===== src/rtl/vx_elastic_shift_register_pkg.sv =====
// rtl/vx_elastic_shift_register_pkg.sv - shared width helper for the elastic shift register
package vx_elastic_shift_register_pkg;

    function automatic int unsigned esr_index_width(input int unsigned n);
        return (n > 1) ? $clog2(n) : 1;
    endfunction

endpackage


===== src/rtl/vx_elastic_shift_register_stage.sv =====
// rtl/vx_elastic_shift_register_stage.sv - one pipeline slot: valid bit plus partially reset data
module vx_elastic_shift_register_stage
    import vx_elastic_shift_register_pkg::*;
#(
    parameter int DATAW  = 1,
    parameter int RESETW = 0
) (
    input  logic             clk,
    input  logic             reset,
    input  logic             flush,
    input  logic             en_i,
    input  logic             valid_i,
    input  logic [DATAW-1:0] data_i,
    output logic             valid_o,
    output logic             valid_d_o,
    output logic [DATAW-1:0] data_o
);

    logic valid_q;
    logic valid_d;

    always_comb begin
        valid_d = valid_q;
        if (en_i) begin
            valid_d = valid_i;
        end
        if (flush || reset) begin
            valid_d = 1'b0;
        end
    end

    always_ff @(posedge clk) begin
        valid_q <= valid_d;
    end

    assign valid_o   = valid_q;
    assign valid_d_o = valid_d;

    // Only the top RESETW bits carry a reset; the rest stay plain flops.
    if (RESETW == 0) begin : g_noreset
        logic [DATAW-1:0] data_q;
        always_ff @(posedge clk) begin
            if (en_i) begin
                data_q <= data_i;
            end
        end
        assign data_o = data_q;
    end else if (RESETW >= DATAW) begin : g_fullreset
        logic [DATAW-1:0] data_q;
        always_ff @(posedge clk) begin
            if (reset) begin
                data_q <= '0;
            end else if (en_i) begin
                data_q <= data_i;
            end
        end
        assign data_o = data_q;
    end else begin : g_partreset
        logic [RESETW-1:0]       hi_q;
        logic [DATAW-RESETW-1:0] lo_q;
        always_ff @(posedge clk) begin
            if (reset) begin
                hi_q <= '0;
            end else if (en_i) begin
                hi_q <= data_i[DATAW-1 -: RESETW];
            end
        end
        always_ff @(posedge clk) begin
            if (en_i) begin
                lo_q <= data_i[DATAW-RESETW-1:0];
            end
        end
        assign data_o = {hi_q, lo_q};
    end

endmodule


===== src/rtl/vx_elastic_shift_register.sv =====
// rtl/vx_elastic_shift_register.sv - elastic shift register with collapse/lockstep stall and taps
module vx_elastic_shift_register
    import vx_elastic_shift_register_pkg::*;
#(
    parameter int                        DATAW    = 1,
    parameter int                        RESETW   = 0,
    parameter int                        DEPTH    = 2,
    parameter int                        NTAPS    = 1,
    parameter int                        DEPTHW   = esr_index_width(DEPTH),
    parameter logic [NTAPS*DEPTHW-1:0]   TAPS     = {NTAPS{DEPTHW'(DEPTH-1)}},
    parameter int                        COLLAPSE = 1
) (
    input  logic                         clk,
    input  logic                         reset,
    input  logic                         flush,
    input  logic                         valid_in,
    input  logic [DATAW-1:0]             data_in,
    output logic                         ready_in,
    output logic                         valid_out,
    output logic [DATAW-1:0]             data_out,
    input  logic                         ready_out,
    output logic [NTAPS-1:0]             tap_valid,
    output logic [NTAPS*DATAW-1:0]       tap_data,
    output logic [$clog2(DEPTH+1)-1:0]   count
);

    localparam int CNTW = $clog2(DEPTH + 1);

    logic [DEPTH-1:0] valid_q;
    logic [DEPTH-1:0] valid_d;
    logic [DEPTH-1:0] stall;
    logic [DATAW-1:0] data_q [DEPTH];
    logic [CNTW-1:0]  count_q;
    logic [CNTW-1:0]  count_d;

    // Collapse: a stage only stalls if it is occupied and everything ahead of it stalls.
    if (COLLAPSE != 0) begin : g_collapse
        always_comb begin
            logic run;
            run = ~ready_out;
            stall = '0;
            for (int i = DEPTH - 1; i >= 0; i--) begin
                run      = run & valid_q[i];
                stall[i] = run;
            end
        end
    end else begin : g_lockstep
        assign stall = {DEPTH{valid_q[DEPTH-1] & ~ready_out}};
    end

    assign ready_in = ~stall[0] & ~flush & ~reset;

    for (genvar i = 0; i < DEPTH; i++) begin : g_stage
        logic             prev_valid;
        logic [DATAW-1:0] prev_data;

        if (i == 0) begin : g_head
            assign prev_valid = valid_in & ready_in;
            assign prev_data  = data_in;
        end else begin : g_body
            assign prev_valid = valid_q[i-1];
            assign prev_data  = data_q[i-1];
        end

        vx_elastic_shift_register_stage #(
            .DATAW  (DATAW),
            .RESETW (RESETW)
        ) u_stage (
            .clk       (clk),
            .reset     (reset),
            .flush     (flush),
            .en_i      (~stall[i]),
            .valid_i   (prev_valid),
            .data_i    (prev_data),
            .valid_o   (valid_q[i]),
            .valid_d_o (valid_d[i]),
            .data_o    (data_q[i])
        );
    end

    assign valid_out = valid_q[DEPTH-1];
    assign data_out  = data_q[DEPTH-1];

    always_comb begin
        count_d = '0;
        for (int i = 0; i < DEPTH; i++) begin
            count_d = count_d + CNTW'(valid_d[i]);
        end
    end

    always_ff @(posedge clk) begin
        if (reset) begin
            count_q <= '0;
        end else begin
            count_q <= count_d;
        end
    end

    assign count = count_q;

    for (genvar k = 0; k < NTAPS; k++) begin : g_tap
        localparam int TI = int'(TAPS[k*DEPTHW +: DEPTHW]);
        assign tap_valid[k]               = valid_q[TI];
        assign tap_data[k*DATAW +: DATAW] = data_q[TI];
    end

endmodule


===== config.mk =====
export PLATFORM = sky130hd
export DESIGN_NAME = vx_elastic_shift_register
export DESIGN_NICKNAME = d
export VERILOG_FILES = /design/src/rtl/vx_elastic_shift_register_pkg.sv /design/src/rtl/vx_elastic_shift_register_stage.sv /design/src/rtl/vx_elastic_shift_register.sv
export SDC_FILE = /design/constraint.sdc
export NUM_CORES = 1
export LEC_CHECK = 0
export CORE_AREA = 5 5 42 44
export DETAILED_ROUTE_END_ITERATION = 16
export DIE_AREA = 0 0 47 49
export DONT_BUFFER_PORTS = 1
export GPL_TIMING_DRIVEN = 0
export PLACE_DENSITY_LB_ADDON = 0.2
export SYNTH_ARGS = -nofsm -noshare
export SYNTH_HDL_FRONTEND = slang
export SYNTH_SLANG_ARGS = --single-unit

===== constraint.sdc =====
create_clock -name clk -period 1.5 [get_ports clk]
set_clock_uncertainty 0.2 [all_clocks]
set_input_delay 0.45 -clock clk [delete_from_list [all_inputs] [get_ports clk]]
set_output_delay 0.45 -clock clk [all_outputs]
set_load 0.005 [all_outputs]

After elaboration in Yosys (flattened, before gate mapping)
Cells that the tools add are included.
- output and inout port bits: 7
- register bits after elaboration: 6
- logic and storage cells: 20
- bitwise gates (word level): 9
- reductions and logical operators: 1
- add/subtract/negate cells: 1
- mux-type cells: 4
- operators by type and width (operator ; number):
    1-bit bitwise AND ; 5
    1-bit 2-to-1 mux ; 4
    1-bit inverter ; 4
    1-bit by 1-bit adder with 2-bit output ; 1
    1-bit logical OR ; 1

Longest topological paths before layout
- depth after elaboration: 10
- depth in mapped cells: 4

Modules after synthesis
Synthesis repeated with hierarchy kept, for this count alone.
- cell total of the unflattened synthesis: 20
- area total of the unflattened synthesis: 262.8 um^2
- by module, submodules not included (module ; sequential area each (um^2) ; cells each ; times used ; area each (um^2)):
    vx_elastic_shift_register_stage ; 50.0 ; 4 ; 2 ; 70.1
    vx_elastic_shift_register ; 40.0 ; 12 ; 1 ; 122.6

Least setup slack after synthesis
Ideal clock, no wire load.
- kind: input -> register
- start point: input ready_out
- end point: register count_q[0], in the netlist count[0]
- data required time: 1.186 ns
- data arrival time: 1.183 ns
- library setup time: 0.114 ns
- stages: 4
- setup slack: 0.003 ns
- cell sequence: and3b_1 -> o21a_1 -> ha_1 -> nor2b_1
- longest elaborated chain between the ends: 10
- ends and longest elaborated chain (what ; RTL line ; source):
    start: declaration ; vx_elastic_shift_register.sv:21 ; input logic ready_out,
    1-bit inverter * ; vx_elastic_shift_register.sv:40 ; run = ~ready_out;
    1-bit bitwise AND * (2 in series) ; vx_elastic_shift_register.sv:43 ; run = run & valid_q[i];
    1-bit inverter ; -- ;
    1-bit bitwise AND (2 in series) ; vx_elastic_shift_register.sv:51 ; assign ready_in = ~stall[0] & ~flush & ~reset;
    1-bit bitwise AND ; vx_elastic_shift_register.sv:58 ; assign prev_valid = valid_in & ready_in;
    1-bit 2-to-1 mux * ; vx_elastic_shift_register_stage.sv:24 ; if (en_i) begin
    1-bit 2-to-1 mux * ; vx_elastic_shift_register_stage.sv:27 ; if (flush || reset) begin
    net g_stage[0].u_stage.valid_d_o ; vx_elastic_shift_register_stage.sv:15 ; output logic valid_d_o,
    1-bit by 1-bit adder with 2-bit output * ; vx_elastic_shift_register.sv:87 ; count_d = count_d + CNTW'(valid_d[i]);
    net count_d[0] ; vx_elastic_shift_register.sv:34 ; logic [CNTW-1:0] count_d;
    end signal: assignment ; vx_elastic_shift_register.sv:95 ; count_q <= count_d;
    end: declaration ; vx_elastic_shift_register.sv:33 ; logic [CNTW-1:0] count_q;
The timed path passes the listed nets; every way through them passes the cells marked *.
A chain may end at the register's enable or synchronous reset.

Worst setup path in the final report
- start point: register g_stage[1].u_stage.valid_q
- end point: output ready_in
- longest elaborated chain between the ends: 5
- ends and longest elaborated chain (what ; RTL line ; source):
    start: declaration ; vx_elastic_shift_register_stage.sv:19 ; logic valid_q;
    start signal: assignment ; vx_elastic_shift_register_stage.sv:33 ; valid_q <= valid_d;
    1-bit bitwise AND (2 in series) ; vx_elastic_shift_register.sv:43 ;
    1-bit inverter ; -- ;
    1-bit bitwise AND (2 in series) ; vx_elastic_shift_register.sv:51 ;
    end: declaration ; vx_elastic_shift_register.sv:18 ; output logic ready_in,
Every way passes these cells.

==> flow_summary.ini <==
[timing]
period_share_pct = 105
final_period_minus_worst_setup_slack_ns = 1.57
final-setup-viol-count = 1
worst-slew-pin-transition_ns = 0.163
fmax_mhz = 636
timing.final.ws_setup_ns = -0.0735
timing_max_transition_violations_final = 0
grt_setup_unrepaired = true
finalHoldViolCount = 0
maxSlewHeadroom_pct = 89.1

[finish]
finalNonFillerCells = 38
synthToLayoutAreaGrowth_pct = 21.0
final_nets = 31
post_route_cells_drive_above_1_share_pct = 27.3
num_antenna_cells = 0
postLayoutCoreUtil_pct = 19.6

[synth]
synth.yosys.warnings = 0
post_synth.cell_area_avg_um2 = 11.9
yosysTopAreaCell = sky130_fd_sc_hd__dfxtp_1
synth.ff_latch_count = 6
yosys.cell_types.count = 10
synth_seq_area_share_pct = 61.9
synthFlopType = sky130_fd_sc_hd__dfxtp_1
synth_edf_count = 2
count_leader_synth = sky130_fd_sc_hd__dfxtp_1
yosys.area.top_type_share_pct = 35.4
synth.top_cells.by_area = sky130_fd_sc_hd__dfxtp_1 35%, sky130_fd_sc_hd__edfxtp_1 27%, sky130_fd_sc_hd__nor2b_1 8.3%, sky130_fd_sc_hd__buf_4 6.6%, sky130_fd_sc_hd__o21a_1 6.6%
ys_async_sr_fraction_pct = 0
synth_net_count = 26
synthTopCellsByCount = 4 x sky130_fd_sc_hd__dfxtp_1, 3 x sky130_fd_sc_hd__nor2b_1
postSynthCellCount = 19
mappedNetlistArea_um2 = 226

[critical_path]
worst-r2r-setup-slack_ns = 0.06
timing.setup.critical_path_class = flip-flop to output pin
arrival_ns = 0.92
critical_path.startpoint_type = flip-flop
critPathRequiredTime_ns = 0.85
worst_path_maximum_fanout = 4
worst-r2r-cell-count = 4
setup.worst_path.end_class = output pin
worst_r2r_endpoint = count[0]
r2r_start = g_stage[1].u_stage.valid_o

[global_route]
grt_start_max_net_pins = 5
first_global_vias = 162
grt_first_pass_wirelength_um = 662
gr-usage-all-layers_pct = 4.94
antenna_found_initial = 0
global_route.overflow_total = 0

[clocking]
cts_setup_buffers = 0
maximum_number_of_buffers_from_clock_root_to_sink = 2
cts.root.buffer_cell = sky130_fd_sc_hd__clkbuf_4
cts_buffers = 3
clk_latency_ns = 0.24
tritoncts_clock_tree = yes
cts_num_sinks = 6
worst_setup_hold_path_clk_slew_ns = 0.04
cts_h_tree_depth = 1

[floorplan]
floorplan.die.width_um = 47
design.portCount = 13
design.core.area_mm2 = 0.00140
floorplan.initialDensity_pct = 16.2
rows = 14
die_area_mm2 = 0.00230
die_y_um = 49

[placed_design]
input_output_buffers = 0
numPlacedInstances = 35
gp_congestion = 0.634

[min_path]
hold_path_end = count[0]
min_delay_path_depth = 1
hold_path_class = input pin to flip-flop
hold_path_startpoint = reset

[routing]
detailedRoute.firstIterationViolations = 2
dr.pass1.iters = 3
vias = 141
drc_errors = 0
route.final.wire_length_um = 397
drt.antenna.violating_nets = 0
drt-vias-per-instance = 3.71
detail_route.wl_per_cell_um = 10.4

[pwr]
vdd.ir_drop.worst_v = 0.000315
powerDensity_mw_per_mm2 = 1210
finalPower_w = 0.000332
power.static_leakage_nw = 0.112

[run_status]
failed_checks = negative setup slack
status = finished with violations

[job]
drv_cap = 0
[final cells by class]
type                    count  area (µm²)
fillers                   164        1130
flip-flops and latches      6         140
multi-input cells           9        68.8
clock buffers               3        22.5
well taps                  16        20.0
plain buffers               2        15.0
inverters                   2        7.51
[stage by stage]
| stage | TNS (ns) | cell area (µm²) | hold slack [ns] | worst slack (ns) |
|---|---|---|---|---|
| 3_5_place_dp | -0.0522 | 246 | 0.220 | -0.0443 |
| 6_report | -0.0735 | 274 | 0.0764 | -0.0735 |
| 3_3_place_gp | -0.0375 | 246 | 0.209 | -0.0375 |
| 5_1_grt | -0.144 | 274 | 0.0558 | -0.144 |
| 2_1_floorplan | 0 | 226 | 0.200 | 0.00291 |
| 4_1_cts | -0.105 | 274 | 0.0655 | -0.105 |
[per-layer routing]
metal	track usage (%)	vias to the layer above	part of all wire [%]	wire, µm
met3	5.17	2	11	45
met4	6.91	0	2.3	9
met1	4.21	63	42	167
li1	-	68	-	-
met2	4.98	8	44	174
met5	0	-	0	0
[layout by cell type, fill, tap and decap left out]
master                     n
sky130_fd_sc_hd__nor3_2    1
sky130_fd_sc_hd__o21a_1    2
sky130_fd_sc_hd__nor2b_1   3
sky130_fd_sc_hd__and3b_1   1
sky130_fd_sc_hd__ha_1      1
sky130_fd_sc_hd__dfxtp_1   4
sky130_fd_sc_hd__buf_4     2
sky130_fd_sc_hd__clkbuf_4  3
sky130_fd_sc_hd__edfxtp_1  2
sky130_fd_sc_hd__nor2_1    1
sky130_fd_sc_hd__inv_1     2
[worst max-delay path: stages (launching register included)]
cell,delay (ns)
sky130_fd_sc_hd__dfxtp_1,0.33
sky130_fd_sc_hd__and3b_1,0.21
sky130_fd_sc_hd__nor3_2,0.14
[kinds of logic (layout without fill, tap and decap cells)]
logic type | Yosys count | after routing | synth area share [%]
buffers and inverters | 4 | 7 | 9.94
AOI/OAI and AO/OA | 2 | 2 | 6.63
and+or+nand+nor | 6 | 6 | 16.0
DFF | 6 | 6 | 61.9
adders and majority gates | 1 | 1 | 5.52
[worst max-delay path by stage]
stage                               startpoint       end  slack (ns)  cells after the start
finish              g_stage[1].u_stage.valid_o  ready_in       -0.07                      2
global route        g_stage[1].u_stage.valid_o  ready_in       -0.14                      2
CTS                 g_stage[1].u_stage.valid_o  ready_in       -0.10                      2
detailed placement                   ready_out  count[0]       -0.04                      4
global placement                     ready_out  count[0]       -0.04                      4
floorplan                            ready_out  count[0]       0.003                      4
[report_power, final]
part	switching (W)	internal [W]
clock network	0.0000542	0.0000902
registers	0.00000297	0.000174
logic	0.00000382	0.00000629
[state kept, by name, summed over array words and instances (netlist names)]
signal / cells
g_stage.u_stage.data_o: 2
g_stage.u_stage.valid_o: 2
count: 2
[repair_timing]
action	in CTS	in global routing
setup endpoints to repair	1	1
resized for setup	1	0
pin swaps	0	0
hold buffers	0	0
Power figures use the tool's default switching activity.
